### config.mk
export PLATFORM = sky130hd
export DESIGN_NAME = tape_save_decoder
export DESIGN_NICKNAME = d
export VERILOG_FILES = /design/src/rtl/tape_pkg.sv /design/src/rtl/tape_pulse_timer.sv /design/src/rtl/tape_save_decoder.sv
export SDC_FILE = /design/constraint.sdc
export NUM_CORES = 1
export LEC_CHECK = 0
export CAP_MARGIN = 20
export CORE_ASPECT_RATIO = 0.6
export CORE_MARGIN = 4
export CORE_UTILIZATION = 57
export CTS_CLUSTER_SIZE = 25
export DETAILED_ROUTE_END_ITERATION = 10
export PLACE_DENSITY_LB_ADDON = 0.15
export SLEW_MARGIN = 10
export SYNTH_ARGS = -nofsm -noshare
export SYNTH_HDL_FRONTEND = slang
export SYNTH_SLANG_ARGS = --single-unit
### constraint.sdc
create_clock -name clk_sys -period 2.7 [get_ports clk_sys]
set_input_delay 0.405 -clock clk_sys [delete_from_list [all_inputs] [get_ports clk_sys]]
set_output_delay 0.405 -clock clk_sys [all_outputs]
set_load 0.01 [all_outputs]
### src/rtl/tape_pkg.sv
// Shared tape timing defaults, FSM state codes and pulse-count classification
// used by the save decoder and the RAM-injecting loader.
package tape_pkg;

    localparam int unsigned TICK_W        = 18;
    localparam int unsigned DEF_MIN_HI    = 260;
    localparam int unsigned DEF_GAP_TICKS = 3900;
    localparam int unsigned DEF_END_TICKS = 130000;
    localparam int unsigned DEF_ADDR_W    = 14;

    localparam logic [1:0] ST_IDLE = 2'd0;
    localparam logic [1:0] ST_HIGH = 2'd1;
    localparam logic [1:0] ST_LOW  = 2'd2;
    localparam logic [1:0] ST_GAP  = 2'd3;

    localparam logic [3:0] ZERO_MIN = 4'd3;
    localparam logic [3:0] ZERO_MAX = 4'd5;
    localparam logic [3:0] ONE_MIN  = 4'd7;
    localparam logic [3:0] ONE_MAX  = 4'd11;

    // Returns {bad_count, bit}; an unrecognised burst length decodes as 0.
    function automatic logic [1:0] classify_pulses(input logic [3:0] cnt);
        logic [1:0] res;
        res = 2'b10;
        if (cnt >= ZERO_MIN && cnt <= ZERO_MAX) begin
            res = 2'b00;
        end else if (cnt >= ONE_MIN && cnt <= ONE_MAX) begin
            res = 2'b01;
        end
        return res;
    endfunction

endpackage

### src/rtl/tape_pulse_timer.sv
// MIC front end: 2-flop synchroniser, ce-rate edge detect, glitch split of
// falling edges against MIN_HI, and an 18-bit saturating tick counter.
module tape_pulse_timer
    import tape_pkg::*;
#(
    parameter int unsigned MIN_HI = DEF_MIN_HI
) (
    input  logic              clk_sys,
    input  logic              reset,
    input  logic              ce,
    input  logic              i_mic,
    input  logic              i_clr,
    output logic              o_rise_c,
    output logic              o_fall_long_c,
    output logic              o_fall_short_c,
    output logic [TICK_W-1:0] o_ticks
);

    localparam logic [TICK_W-1:0] TICK_MAX = '1;

    logic [1:0]        r_sync;
    logic              r_lvl;
    logic [TICK_W-1:0] r_ticks;
    logic              w_mic;
    logic              w_fall;

    assign w_mic = r_sync[1];

    // Level is sampled at ce rate so an edge persists until the next tick sees it.
    always_ff @(posedge clk_sys) begin
        if (reset) begin
            r_sync  <= 2'b00;
            r_lvl   <= 1'b0;
            r_ticks <= '0;
        end else begin
            r_sync <= {r_sync[0], i_mic};
            if (ce) begin
                r_lvl <= w_mic;
                if (i_clr) begin
                    r_ticks <= '0;
                end else if (r_ticks != TICK_MAX) begin
                    r_ticks <= r_ticks + TICK_W'(1);
                end
            end
        end
    end

    assign w_fall         = ce & ~w_mic & r_lvl;
    assign o_rise_c       = ce & w_mic & ~r_lvl;
    assign o_fall_long_c  = w_fall & (r_ticks >= TICK_W'(MIN_HI));
    assign o_fall_short_c = w_fall & (r_ticks <  TICK_W'(MIN_HI));
    assign o_ticks        = r_ticks;

endmodule

### src/rtl/tape_save_decoder.sv
// Decodes ZX80/ZX81 SAVE pulse bursts into bytes written to the save buffer.
// Build option TAPE_SAVE_PFILE_EN skips the ZX81 program name before storing.
module tape_save_decoder
    import tape_pkg::*;
#(
    parameter int unsigned MIN_HI    = DEF_MIN_HI,
    parameter int unsigned GAP_TICKS = DEF_GAP_TICKS,
    parameter int unsigned END_TICKS = DEF_END_TICKS,
    parameter int unsigned ADDR_W    = DEF_ADDR_W
) (
    input  logic              clk_sys,
    input  logic              reset,
    input  logic              ce,
    input  logic              arm,
    input  logic              mic,
    output logic              wr,
    output logic [ADDR_W-1:0] wr_addr,
    output logic [7:0]        wr_data,
    output logic [ADDR_W:0]   length,
    output logic              active,
    output logic              done,
    output logic              err,
    output logic              overflow
);

    localparam int unsigned LEN_W = ADDR_W + 1;

    logic [1:0]        r_state, r_ctx;
    logic [3:0]        r_pcnt;
    logic [7:0]        r_shift;
    logic [2:0]        r_bcnt;
    logic              r_arm, r_name;
    logic              r_wr, r_active, r_done, r_err, r_ovf;
    logic [ADDR_W-1:0] r_addr;
    logic [7:0]        r_data;
    logic [LEN_W-1:0]  r_length;

    logic [1:0]        w_state_nx, w_ctx_nx;
    logic [3:0]        w_pcnt_nx;
    logic [7:0]        w_shift_nx, w_data_nx, w_byte;
    logic [2:0]        w_bcnt_nx;
    logic              w_arm_nx, w_name_nx;
    logic              w_wr_nx, w_active_nx, w_done_nx, w_err_nx, w_ovf_nx;
    logic [ADDR_W-1:0] w_addr_nx;
    logic [LEN_W-1:0]  w_length_nx;
    logic [1:0]        w_cls;
    logic              w_tick_clr;
    logic              w_rise, w_fall_long, w_fall_short;
    logic [TICK_W-1:0] w_ticks;

    tape_pulse_timer #(
        .MIN_HI (MIN_HI)
    ) u_timer (
        .clk_sys        (clk_sys),
        .reset          (reset),
        .ce             (ce),
        .i_mic          (mic),
        .i_clr          (w_tick_clr),
        .o_rise_c       (w_rise),
        .o_fall_long_c  (w_fall_long),
        .o_fall_short_c (w_fall_short),
        .o_ticks        (w_ticks)
    );

    always_ff @(posedge clk_sys) begin
        if (reset) begin
            r_state  <= ST_IDLE;
            r_ctx    <= ST_IDLE;
            r_pcnt   <= '0;
            r_shift  <= '0;
            r_bcnt   <= '0;
            r_arm    <= 1'b0;
            r_name   <= 1'b0;
            r_wr     <= 1'b0;
            r_addr   <= '0;
            r_data   <= '0;
            r_length <= '0;
            r_active <= 1'b0;
            r_done   <= 1'b0;
            r_err    <= 1'b0;
            r_ovf    <= 1'b0;
        end else begin
            r_state  <= w_state_nx;
            r_ctx    <= w_ctx_nx;
            r_pcnt   <= w_pcnt_nx;
            r_shift  <= w_shift_nx;
            r_bcnt   <= w_bcnt_nx;
            r_arm    <= w_arm_nx;
            r_name   <= w_name_nx;
            r_wr     <= w_wr_nx;
            r_addr   <= w_addr_nx;
            r_data   <= w_data_nx;
            r_length <= w_length_nx;
            r_active <= w_active_nx;
            r_done   <= w_done_nx;
            r_err    <= w_err_nx;
            r_ovf    <= w_ovf_nx;
        end
    end

    // Next state; wr/done default low so they drop on the following clk_sys cycle.
    always_comb begin
        w_state_nx  = r_state;
        w_ctx_nx    = r_ctx;
        w_pcnt_nx   = r_pcnt;
        w_shift_nx  = r_shift;
        w_bcnt_nx   = r_bcnt;
        w_arm_nx    = r_arm;
        w_name_nx   = r_name;
        w_wr_nx     = 1'b0;
        w_addr_nx   = r_addr;
        w_data_nx   = r_data;
        w_length_nx = r_length;
        w_active_nx = r_active;
        w_done_nx   = 1'b0;
        w_err_nx    = r_err;
        w_ovf_nx    = r_ovf;
        w_cls       = 2'b00;
        w_byte      = 8'h00;
        w_tick_clr  = 1'b0;

        if (ce) begin
            w_arm_nx = arm;
            if (arm && !r_arm) begin
                w_err_nx = 1'b0;
                w_ovf_nx = 1'b0;
            end
            if (!arm) begin
                if (r_state != ST_IDLE) begin
                    w_tick_clr = 1'b1;
                end
                w_state_nx  = ST_IDLE;
                w_active_nx = 1'b0;
            end else begin
                case (r_state)
                    ST_IDLE: begin
                        if (w_rise) begin
                            w_state_nx  = ST_HIGH;
                            w_ctx_nx    = ST_GAP;
                            w_active_nx = 1'b1;
                            w_pcnt_nx   = '0;
                            w_shift_nx  = '0;
                            w_bcnt_nx   = '0;
                            w_length_nx = '0;
                            w_tick_clr  = 1'b1;
`ifdef TAPE_SAVE_PFILE_EN
                            w_name_nx   = 1'b1;
`else
                            w_name_nx   = 1'b0;
`endif
                        end
                    end
                    ST_HIGH: begin
                        if (w_fall_long) begin
                            w_pcnt_nx  = (r_pcnt == 4'hF) ? r_pcnt : r_pcnt + 4'd1;
                            w_state_nx = ST_LOW;
                            w_tick_clr = 1'b1;
                        end else if (w_fall_short) begin
                            // Glitch: resume the previous low context with timing untouched.
                            w_state_nx = r_ctx;
                        end
                    end
                    ST_LOW: begin
                        if (w_ticks == TICK_W'(GAP_TICKS)) begin
                            w_cls      = classify_pulses(r_pcnt);
                            w_byte     = {r_shift[6:0], w_cls[0]};
                            w_shift_nx = w_byte;
                            w_bcnt_nx  = r_bcnt + 3'd1;
                            w_pcnt_nx  = '0;
                            w_tick_clr = 1'b1;
                            if (w_cls[1]) begin
                                w_err_nx = 1'b1;
                            end
                            if (r_bcnt == 3'd7) begin
                                if (r_name) begin
                                    if (w_byte[7]) begin
                                        w_name_nx = 1'b0;
                                    end
                                end else if (r_length[ADDR_W]) begin
                                    w_ovf_nx = 1'b1;
                                end else begin
                                    w_wr_nx     = 1'b1;
                                    w_addr_nx   = r_length[ADDR_W-1:0];
                                    w_data_nx   = w_byte;
                                    w_length_nx = r_length + LEN_W'(1);
                                end
                            end
                            // A rise coinciding with expiry starts the next bit directly.
                            if (w_rise) begin
                                w_state_nx = ST_HIGH;
                                w_ctx_nx   = ST_GAP;
                            end else begin
                                w_state_nx = ST_GAP;
                            end
                        end else if (w_rise) begin
                            w_state_nx = ST_HIGH;
                            w_ctx_nx   = ST_LOW;
                            w_tick_clr = 1'b1;
                        end
                    end
                    ST_GAP: begin
                        if (w_rise) begin
                            w_state_nx = ST_HIGH;
                            w_ctx_nx   = ST_GAP;
                            w_pcnt_nx  = '0;
                            w_tick_clr = 1'b1;
                        end else if (w_ticks == TICK_W'(END_TICKS)) begin
                            w_state_nx  = ST_IDLE;
                            w_done_nx   = 1'b1;
                            w_active_nx = 1'b0;
                            w_tick_clr  = 1'b1;
                        end
                    end
                    default: begin
                        w_state_nx = ST_IDLE;
                        w_tick_clr = 1'b1;
                    end
                endcase
            end
        end
    end

    assign wr       = r_wr;
    assign wr_addr  = r_addr;
    assign wr_data  = r_data;
    assign length   = r_length;
    assign active   = r_active;
    assign done     = r_done;
    assign err      = r_err;
    assign overflow = r_ovf;

endmodule

* Word-level counts from Yosys, hierarchy flattened
Index checks and enable logic that the tools add are counted.
Storage, ports and cells: memories kept 0, word-level logic and storage cells 161, memory bits (read-only) 0, input bits 5, bits in writable memories 0, output and inout bits 42, flip-flop bits (word level) 83, bits in latches 0
Operators by class: order comparisons 6, multiplexer cells 71, divide/modulo/power cells 0, shifts and indexed selects 0, $mul 0, eq/ne operators 23, reduce and logical (&&, ||, !) cells 22, bitwise logic cells 16, $add $sub $neg 4
Operators with widths (count):
- 15-bit 2-to-1 mux | 5
- 18-bit 2-to-1 mux | 2
- 2-bit 2-to-1 mux | 17
- 1-bit 2-to-1 mux | 30
- 15-bit one-hot mux with 2 select lines | 1
- 18-bit by 1-bit adder with 18-bit output, second input constant | 1
- 18-bit by 12-bit == test with 1-bit output, second input constant | 1
- 18-bit by 17-bit == test with 1-bit output, second input constant | 1
- 18-bit by 9-bit >= comparator with 1-bit output, second input constant | 1
- 18-bit by 9-bit less-than comparator with 1-bit output, second input constant | 1
- 18-bit inequality test, second input constant | 1
- 4-bit 2-to-1 mux | 4
- 15-bit by 1-bit adder with 15-bit output, second input constant | 1
- 7-bit 2-to-1 mux | 2
- 7-bit one-hot mux with 2 select lines | 1
- 7-bit AND reduction | 2
- 4-bit one-hot mux with 3 select lines | 1
- 6-bit AND reduction | 2
- 2-bit inequality test, second input constant | 5
- 1-bit inverter | 10
- 5-bit AND reduction | 2
- 2-bit one-hot mux with 4 select lines | 1
- 8-bit AND reduction | 1
- 2-bit nonzero test | 4
- 31 further kinds | 45

* Depth between registers and ports, before layout
word-level depth 12, mapped depth 8, depth with buffers taken out 7

* Hierarchy
Synthesis repeated with hierarchy kept, for this count alone.
Second synthesis, totals: cell total of the unflattened synthesis 495, area, all modules 4339.2 µm²
Modules (own cells, without submodules):
- tape_save_decoder | times used 1, area an instance 3113.0 µm², seq. area each 1241.2 µm², cells an instance 338
- tape_pulse_timer | times used 1, area an instance 1226.2 µm², seq. area each 420.4 µm², cells an instance 157

* Worst setup path after synthesis
OpenSTA, ideal clock, no wires.
path kind reg2reg, start reg r_bcnt[0], end reg r_addr[0], in the netlist wr_addr[0], stages on the path, launching flop included 8, arrival 1.961 ns, setup slack 0.607 ns, setup time 0.132 ns, path buffers 1, cells stage by stage dfxtp_1 ha_1 ha_1 or3b_2 or4_4 buf_2 nand2_1 a21oi_1
On the way: longest elaborated chain between the ends 2
RTL lines:
- from (decl) | line tape_save_decoder.sv:31 | logic [2:0] r_bcnt;
- from (signal assigned) | line tape_save_decoder.sv:87 | r_bcnt <= w_bcnt_nx;
- 3-bit == test | line tape_save_decoder.sv:174 | if (r_bcnt == 3'd7) begin
- 7-bit AND reduction (no line)
- to (signal assigned) | line tape_save_decoder.sv:91 | r_addr <= w_addr_nx;
- to (decl) | line tape_save_decoder.sv:34 | logic [ADDR_W-1:0] r_addr;
Every way passes these cells. A chain may end at the register's enable or synchronous reset.

* Final worst setup path
start reg r_state[0], end reg r_length[13], in the netlist length[13]
On the way: longest elaborated chain between the ends 3
RTL lines:
- from (decl) | line tape_save_decoder.sv:28 | logic [1:0] r_state, r_ctx;
- from (signal assigned) | line tape_save_decoder.sv:83 | r_state <= w_state_nx;
- 2-bit == test / 2-bit zero test (equally long branches) | line tape_save_decoder.sv:135 | case (r_state)
- 2-bit inequality test (no line), or another cell as far along
- 8-bit AND reduction (no line)
- to (signal assigned) | line tape_save_decoder.sv:93 | r_length <= w_length_nx;
- to (decl) | line tape_save_decoder.sv:36 | logic [LEN_W-1:0] r_length;
Parallel ways exist; a longest one is shown, timed or not.

==> impl_metrics.ini <==
[global_routing]
grt-ovfl-total = 0
antenna_found_initial = 0
gr-usage-all-layers = 0.2589
grt_first_pass_wirelength_um = 19440
grt_pass1_vias = 3745
grt_max_degree = 33

[clocking]
cts_tree = done
clockRootBuffer = clkbuf_16
clock-sinks = 83
cts_buffers = 9
htreeDepth = 3
clockBufferDepth = 2
post_cts_resized = 0
post_cts_buffers = 0
path_clk_slew_ns = 0.06
cts_hold_buffers = 0
insertion_delay_ns = 0.34

[layout]
fill_cells = 590
syn_to_final_growth_pct = 19.81
drive_gt1_frac = 0.1068
fin_area_um2 = 5304
diodes = 0
fin_nets = 583
final_util = 0.7151

[synthesis]
avgSynthCellArea_um2 = 8.480
yosys-top-cells-area = dfxtp_1, nand2_1, a21oi_1
async_reset_ff_frac = 0
syn_nets = 539
synth_seq_cells = 83
ys_types = 74
syn_area_um2 = 4427
synth_edf_count = 0
ys.flop_type = dfxtp_1
syn_inst = 522
seq_area_frac_synth = 0.3754
yosysWarnings = 0
yosysTopAreaCellShare = 0.3754
yosysTopAreaCell = dfxtp_1

[detailed_routing]
dr.pass1.iters = 5
antenna_left = 0
drtIter0Drc = 488
wire_per_inst_um = 17.06
vias = 4138
viasPerCell = 6.130
drc_errors = 0
drt_wl_total_um = 11520

[status]
status = finished clean

[timing]
worstMarginPinSlew_ns = 0.6696
drv_slew = 0
fin_skew_ns = 0.006220
finalHoldViolCount = 0
min_period_over_period = 0.9196
setup-tns-final_ns = 0
clock.fmax_mhz = 402.7
min_period_ns = 2.483
slew_headroom = 0.5477
rsz0062_at_grt = false
finalSetupViolCount = 0

[floorplan]
initial_core_util = 0.5968
boundaryPins = 47
die_w_um = 121.8
core_um2 = 7417
rows = 24
die-height_um = 76.26
die-area_um2 = 9286

[place]
portBuffers = 46
hpwl_um = 8205
dpl_cell_area_um2 = 4980
gp_congestion = 0.9203

[setup_path]
max_stage_delay_ns = 0.43
crit_path_end_kind = flip-flop
cp-start-kind = flip-flop
required_ns = 2.93
path_class = reg2reg
critPathMaxFanout = 10
cp_slowest_cell = or3_1
path_buf_inv = 2
arrival_ns = 2.71
cpLargestDelayFamily = simple AND/OR/NAND/NOR gates
cp_cell_sequence = inv_1, ha_1, buf_4, o21a_1, or3_1, nor4b_1, nand3_1, mux2i_1

[run]
drv_cap = 0

[pwr]
p_leak_nw = 1.761
vdd_drop_max_mv = 0.3589
cellPowerDensity_nw_per_um2 = 517.3

[hold_path]
hold_class = reg2reg
-- final timing paths --
path / endpoint / slack [ns] / cells after the start / from
worst max-delay path: length[13] / 0.22 / 8 / r_state[0]
worst min-delay path: u_timer.r_sync[1] / 0.44 / 1 / u_timer.r_sync[0]
worst max register to register: length[13] / 0.22 / 8 / r_state[0]
worst min register to register: u_timer.r_sync[1] / 0.44 / 1 / u_timer.r_sync[0]
-- stage by stage --
step / cells / hold slack [ns] / worst slack (ns) / total power, mW
2_1_floorplan: 522 / 0.4138 / 0.6069 / 1.388
3_3_place_gp: 659 / 0.4188 / 0.2998 / 1.427
3_5_place_dp: 659 / 0.4268 / 0.2505 / 1.433
4_1_cts: 675 / 0.4416 / 0.2783 / 2.760
5_1_grt: 675 / 0.4555 / 0.1562 / 2.831
6_report: 675 / 0.4366 / 0.2170 / 2.744
-- cell families after synthesis --
logic type | count (synthesis) | share of synthesized area
AO/OA/AOI/OAI | 141 | 0.2137
XOR/XNOR | 16 | 0.03166
adder cells (fa/ha/maj) | 12 | 0.03392
buffers and inverters | 40 | 0.05144
flip-flops | 83 | 0.3754
multiplexers | 11 | 0.02487
AND/OR/NAND/NOR | 219 | 0.2691
-- report_power, final --
group          switching (mW)  leakage (nW)  total [mW]  internal (mW)
combinational           0.104         0.934       0.162         0.0577
clock                   0.514         0.157        1.33          0.818
sequential             0.0133         0.670        1.25           1.24
total                   0.632          1.76        2.74           2.11
-- state kept, by name, summed over array words and instances (netlist names) --
name / count
wr_addr: 14
u_timer.r_lvl: 1
r_bcnt: 3
r_state: 2
r_arm: 1
wr_data: 8
err: 1
overflow: 1
wr: 1
r_pcnt: 4
u_timer.r_sync: 2
length: 15
r_ctx: 2
active: 1
r_shift: 7
u_timer.o_ticks: 18
r_name: 1
done: 1
-- final cells by class --
class,instances,area (um2),share of cell area
multi-input combinational,399,2546,0.4801
sequential,83,1662,0.3133
timing repair buffer,62,600.6,0.1132
clock buffer,9,225.2,0.04246
tap,104,130.1,0.02453
clock inverter,7,98.84,0.01864
inverter,11,41.29,0.007785
-- cells in the final DEF (no fill, tap or decap), types with 8 or more instances in the layout --
cell type,synthesis,routed
clkdlybuf4s50_1,0,45
o31ai_1,8,8
nor4_1,8,8
nand2b_1,15,15
ha_1,12,12
nor3_1,12,12
nand4_1,15,15
o21ai_0,22,22
nor2_1,18,18
nand2_1,81,81
a21oi_1,55,55
clkbuf_16,0,9
xor2_1,9,9
dfxtp_1,83,83
inv_1,10,10
a21oi_2,10,10
mux2i_1,11,11
nand3_1,17,17
buf_4,3,14
-- cell usage after synthesis (5+ instances only) --
cell type and instances:
nor4_1 8, nand2_1 81, nor3_1 12, nand3b_1 5
nand4_1 15, mux2i_1 11, inv_1 10, o31ai_1 8
nor2_1 18, and3_1 5, ha_1 12, nand3_1 17
clkbuf_1 12, o21ai_0 22, or4_1 7, xor2_1 9
nor2b_1 5, a21oi_2 10, a21oi_1 55, nand2b_1 15
buf_2 7, xnor2_1 7, dfxtp_1 83
-- layer usage --
metal  up-vias  wire length (um)  GRT usage
met2       182              4872     0.3618
met3        14               973    0.06825
met1      1949              5587     0.3948
met4         0                83    0.05817
met5         -                 0          0
li1       1993                 -          -
-- worst reg2reg max path: cells and delay by family (launching register included) --
| kind | cells | cell delay, ns |
|---|---|---|
| AND/OR/NAND/NOR | 3 | 1.01 |
| adder cells (fa/ha/maj) | 1 | 0.36 |
| flip-flops | 1 | 0.38 |
| multiplexers | 1 | 0.15 |
| buffers and inverters | 2 | 0.34 |
| AO/OA/AOI/OAI | 1 | 0.14 |
(Power assumes the default switching activity.)
